[src/rtl/window_packer.sv]
// Packs DATA_W-bit elements into ELEMS-lane vectors; vector valid one edge after its closing beat.
// Backpressure: one closed vector parks in assembly while the output stalls; s_ready drops only then.
module window_packer #(
    parameter int DATA_W    = 8,
    parameter int ELEMS     = 9,
    parameter int EDGE_MODE = 0,
    parameter int CNT_W     = 16
) (
    input  logic                         clk,
    input  logic                         rst,
    input  logic [DATA_W-1:0]            s_data,
    input  logic                         s_valid,
    input  logic                         s_last,
    output logic                         s_ready,
    output logic [ELEMS*DATA_W-1:0]      m_vector,
    output logic [$clog2(ELEMS+1)-1:0]   m_fill,
    output logic                         m_last,
    output logic                         m_valid,
    input  logic                         m_ready,
    output logic [CNT_W-1:0]             drop_cnt
);

    localparam int FW = $clog2(ELEMS+1);
    localparam int VW = ELEMS*DATA_W;

    logic          prev_valid;
    logic [FW-1:0] count;
    logic [VW-1:0] asm_vec;
    logic [VW-1:0] closed_vec;
    logic          asm_full;
    logic [FW-1:0] asm_fill;
    logic          asm_last;
    logic          rise;
    logic          accept;
    logic          close_vec;
    logic          out_free;

    assign s_ready   = !rst && !asm_full;
    assign rise      = (EDGE_MODE != 0) ? (s_valid && !prev_valid) : s_valid;
    assign accept    = rise && s_ready;
    assign close_vec = accept && (s_last || (count == FW'(ELEMS-1)));
    assign out_free  = !m_valid || m_ready;

    // Assembly lanes with the current beat merged into lane[count].
    always_comb begin
        closed_vec = asm_vec;
        for (int k = 0; k < ELEMS; k++) begin
            if (count == FW'(k)) begin
                closed_vec[k*DATA_W +: DATA_W] = s_data;
            end
        end
    end

    always_ff @(posedge clk) begin
        // Edge history runs through reset so a level held across release is not an edge.
        prev_valid <= s_valid;
        if (rst) begin
            count    <= '0;
            asm_vec  <= '0;
            asm_full <= 1'b0;
            asm_fill <= '0;
            asm_last <= 1'b0;
            m_valid  <= 1'b0;
            m_vector <= '0;
            m_fill   <= '0;
            m_last   <= 1'b0;
            drop_cnt <= '0;
        end else begin
            if (m_valid && m_ready) begin
                if (asm_full) begin
                    m_vector <= asm_vec;
                    m_fill   <= asm_fill;
                    m_last   <= asm_last;
                    asm_full <= 1'b0;
                    asm_vec  <= '0;
                    count    <= '0;
                end else begin
                    m_valid <= 1'b0;
                end
            end
            // accept implies !asm_full, so this never collides with the transfer above.
            if (accept) begin
                if (close_vec) begin
                    if (out_free) begin
                        m_vector <= closed_vec;
                        m_fill   <= count + FW'(1);
                        m_last   <= s_last;
                        m_valid  <= 1'b1;
                        asm_vec  <= '0;
                        count    <= '0;
                    end else begin
                        asm_vec  <= closed_vec;
                        asm_fill <= count + FW'(1);
                        asm_last <= s_last;
                        asm_full <= 1'b1;
                    end
                end else begin
                    asm_vec <= closed_vec;
                    count   <= count + FW'(1);
                end
            end
            if ((EDGE_MODE != 0) && s_valid && !prev_valid && !s_ready && (drop_cnt != {CNT_W{1'b1}})) begin
                drop_cnt <= drop_cnt + CNT_W'(1);
            end
        end
    end

endmodule

[config.mk]
export PLATFORM = sky130hd
export DESIGN_NAME = window_packer
export DESIGN_NICKNAME = d
export VERILOG_FILES = /design/src/rtl/window_packer.sv
export SDC_FILE = /design/constraint.sdc
export NUM_CORES = 1
export LEC_CHECK = 0
export CORE_MARGIN = 2
export CORE_UTILIZATION = 60
export DETAILED_ROUTE_END_ITERATION = 10
export MAX_ROUTING_LAYER = met4
export PLACE_DENSITY_LB_ADDON = 0.12
export SLEW_MARGIN = 10
export SYNTH_ARGS = -nofsm -noshare
export SYNTH_HDL_FRONTEND = slang
export SYNTH_SLANG_ARGS = --single-unit
[constraint.sdc]
create_clock -name clk -period 4.9 [get_ports clk]
set_clock_uncertainty 0.05 [all_clocks]
set_input_delay 1.225 -clock clk [delete_from_list [all_inputs] [get_ports clk]]
set_output_delay 1.225 -clock clk [all_outputs]
set_load 0.01 [all_outputs]
==> impl_metrics.py <==
metrics = {
    "place": {
        "portBuffers": 91,
        "pre_cts_ws_ns": 1.14,
        "place_congestion": 0.857,
        "dp_hpwl_um": 11300,
    },
    "critical_path": {
        "timing.rr.end": "asm_fill[2]",
        "cp_slowest_cell": "clkdlybuf4s50_1",
        "rr_startpoint": "count[3]",
        "end_kind": "output pin",
        "cp_cell_sequence": "buf_6 -> nor2_1 -> clkdlybuf4s50_1",
        "cp.arrival_ns": 2.25,
        "startpoint": "rst",
        "reg2reg_depth": 4,
        "critPathLaunchType": "input pin",
        "cp.required_ns": 3.62,
        "crit_path_end": "s_ready",
        "critical_path_class": "input pin to output pin",
        "cpPeakStageDelay_ns": 0.59,
        "reg2reg_slack_ns": 2.37,
        "cp_max_fo": 36,
    },
    "layout": {
        "layout-drive-gt1-share_pct": 21.8,
        "syn_to_final_growth_pct": 16.0,
        "n_antenna_cell": 0,
        "utilization_pct": 70.9,
        "multi_input_area_mm2": 0.00436,
        "fillCellCount": 997,
        "seq_area_mm2": 0.00320,
        "num-nets-final": 893,
    },
    "clock_network": {
        "ctsHoldBuffers": 0,
        "cts.sinks": 160,
        "post_cts_buffers": 0,
        "clk_pin_slew_worst_paths_ns": 0.06,
        "clockBufferDepth": 2,
        "cts-buffers-inserted": 17,
        "htreeDepth": 4,
        "cts_resized": 0,
        "worstSkewPairLatency_ns": 0.42,
        "cts_tree": "done",
        "cts-root-buf": "clkbuf_16",
    },
    "sta": {
        "hold_violations": 0,
        "rsz0062_at_grt": "false",
        "post-route-min-period_ns": 3.52,
        "max-slew-margin-rel_pct": 24.8,
        "tightest_slew_ns": 1.13,
        "fmax_mhz": 284,
        "period_share_pct": 71.9,
        "setup_tns_ns": 0,
        "setup_slack_ns": 1.38,
        "slew_violations": 0,
        "setup_viol": 0,
    },
    "routing": {
        "via_count": 6228,
        "post_drt_wl_per_cell_um": 17.8,
        "viasPerCell": 5.85,
        "antenna_left": 0,
        "drt_pass1_iterations": 4,
        "drtIter0Drc": 419,
        "drt_drc_violations_left": 0,
        "wl_um": 19000,
    },
    "status": {
        "status": "complete, no violations",
    },
    "yosys": {
        "yosys-top-cells-area": "dfxtp_1, a211oi_2, mux2i_1, mux2_2, a21oi_1",
        "syn_area_per_cell_um2": 9.70,
        "synth_seq_cells": 160,
        "yosys_warnings": 0,
        "synth_common_cells": "dfxtp_1, nor2_1, mux2i_1",
        "ys_types": 36,
        "async_reset_ff_share_pct": 0,
        "syn_area_mm2": 0.00806,
        "synth_most_common_cell": "dfxtp_1",
        "ys.flop_type": "dfxtp_1",
        "yosysTopAreaCell": "dfxtp_1",
        "seq_area_frac_synth_pct": 39.7,
        "yosysTopAreaCellShare_pct": 39.7,
        "syn_inst": 831,
        "synth-edff-count": 0,
    },
    "die": {
        "core_area_mm2": 0.0132,
        "start_util_pct": 61.1,
        "fp.dieArea_mm2": 0.0144,
        "fp.dieW_um": 120,
        "die_y_um": 120,
        "ios": 108,
        "rows": 42,
    },
    "global_route": {
        "grt.total_usage_pct": 28.0,
        "grt_overflow": 0,
        "grt_first_pass_wirelength_um": 30800,
        "antenna_found_initial": 0,
        "grt_start_max_net_pins": 79,
        "grt_pass1_vias": 6080,
    },
    "pwr": {
        "power_density_mw_per_mm2": 304,
        "p_leak_nw": 3.78,
        "max-vdd-ir-drop_uv": 180,
    },
    "hold_path": {
        "hold_class": "register to register",
    },
    "flow_run": {
        "max_cap_viol_count": 0,
    },
}
[cell usage in the layout (no fill, tap or decap), drive strengths merged]
cell type | netlist | final
dfxtp | 160 | 160
clkdlybuf4s50 | 0 | 90
nor2 | 86 | 86
mux2i | 80 | 80
a211oi | 78 | 78
o21ai | 77 | 77
nand2 | 76 | 76
a21oi | 76 | 76
mux2 | 72 | 72
clkbuf | 22 | 26
conb | 1 | 16
buf | 68 | 11
nor3b | 5 | 5
nor3 | 5 | 5
inv | 4 | 4
nand3b | 4 | 4
ha | 4 | 4
clkinv | 0 | 3
clkinvlp | 0 | 2
nand3 | 2 | 2
and3b | 1 | 1
nand2b | 1 | 1
o211ai | 1 | 1
or3b | 1 | 1
xor2 | 1 | 1
and2 | 1 | 1
o2111a | 1 | 1
a311oi | 1 | 1
xnor2 | 1 | 1
nor2b | 1 | 1
o41ai | 1 | 1
[layer usage]
layer | share of wire (%) | track usage, %
met5 | 0 | -
met2 | 49 | 46.3
met1 | 44 | 33.6
met4 | 2.9 | 12.1
met3 | 4.2 | 4.99
[cell type report]
cell class,instances,share of cell area [%]
Tap cell,176,2.35
Clock inverter,5,0.321
Timing Repair Buffer,101,11.0
Clock buffer,26,5.34
Multi-Input combinational cell,592,46.6
Inverter,4,0.160
Sequential cell,160,34.2
[cell families (layout without fill, tap and decap cells)]
group	after synthesis	after routing	share of synthesized area (%)
DFF	160	160	39.7
buffers and inverters	94	136	7.26
other	1	16	0.0465
and+or+nand+nor	183	183	10.1
muxes	152	152	20.0
AOI/OAI and AO/OA	235	235	22.1
adders and majority gates	4	4	0.621
xor gates and xnor gates	2	2	0.217
[where the power goes]
part,internal (mW),switching [mW],total [mW]
registers,1.34,0.0225,1.36
clock network,0.696,0.503,1.20
logic,0.122,0.162,0.284
total,2.15,0.687,2.84
[registers in the layout (all words and copies together) (netlist names)]
signal,count
asm_vec,72
m_valid,1
asm_fill,4
m_vector,72
m_fill,4
m_last,1
asm_last,1
count,4
asm_full,1
[critical path, delay by kind of cell]
kind,cells,cell delay (ns)
buf+inv,2,0.78
simple gates,1,0.23
[stage by stage]
step	std cells	cell area [µm²]	total power [mW]	hold WS [ns]
floorplan	846	8120	1.57	0.394
global placement	1033	8830	1.66	0.400
detailed placement	1033	8830	1.67	0.410
CTS	1064	9360	2.86	0.418
global route	1064	9360	2.93	0.436
finish	1064	9360	2.84	0.420
[worst min path at each step]
| stage | depth (start not counted) | end | startpoint | slack [ns] |
|---|---|---|---|---|
| after floorplan | 2 | asm_vec[13] | asm_vec[13] | 0.39 |
| after global placement | 2 | asm_vec[42] | asm_vec[42] | 0.40 |
| after detailed placement | 2 | asm_vec[46] | asm_vec[46] | 0.41 |
| after CTS | 2 | asm_vec[46] | asm_vec[46] | 0.42 |
| after global routing | 2 | asm_vec[65] | asm_vec[65] | 0.44 |
| final | 2 | asm_vec[46] | asm_vec[46] | 0.42 |
No activity file was read; power rests on OpenSTA's default activity.
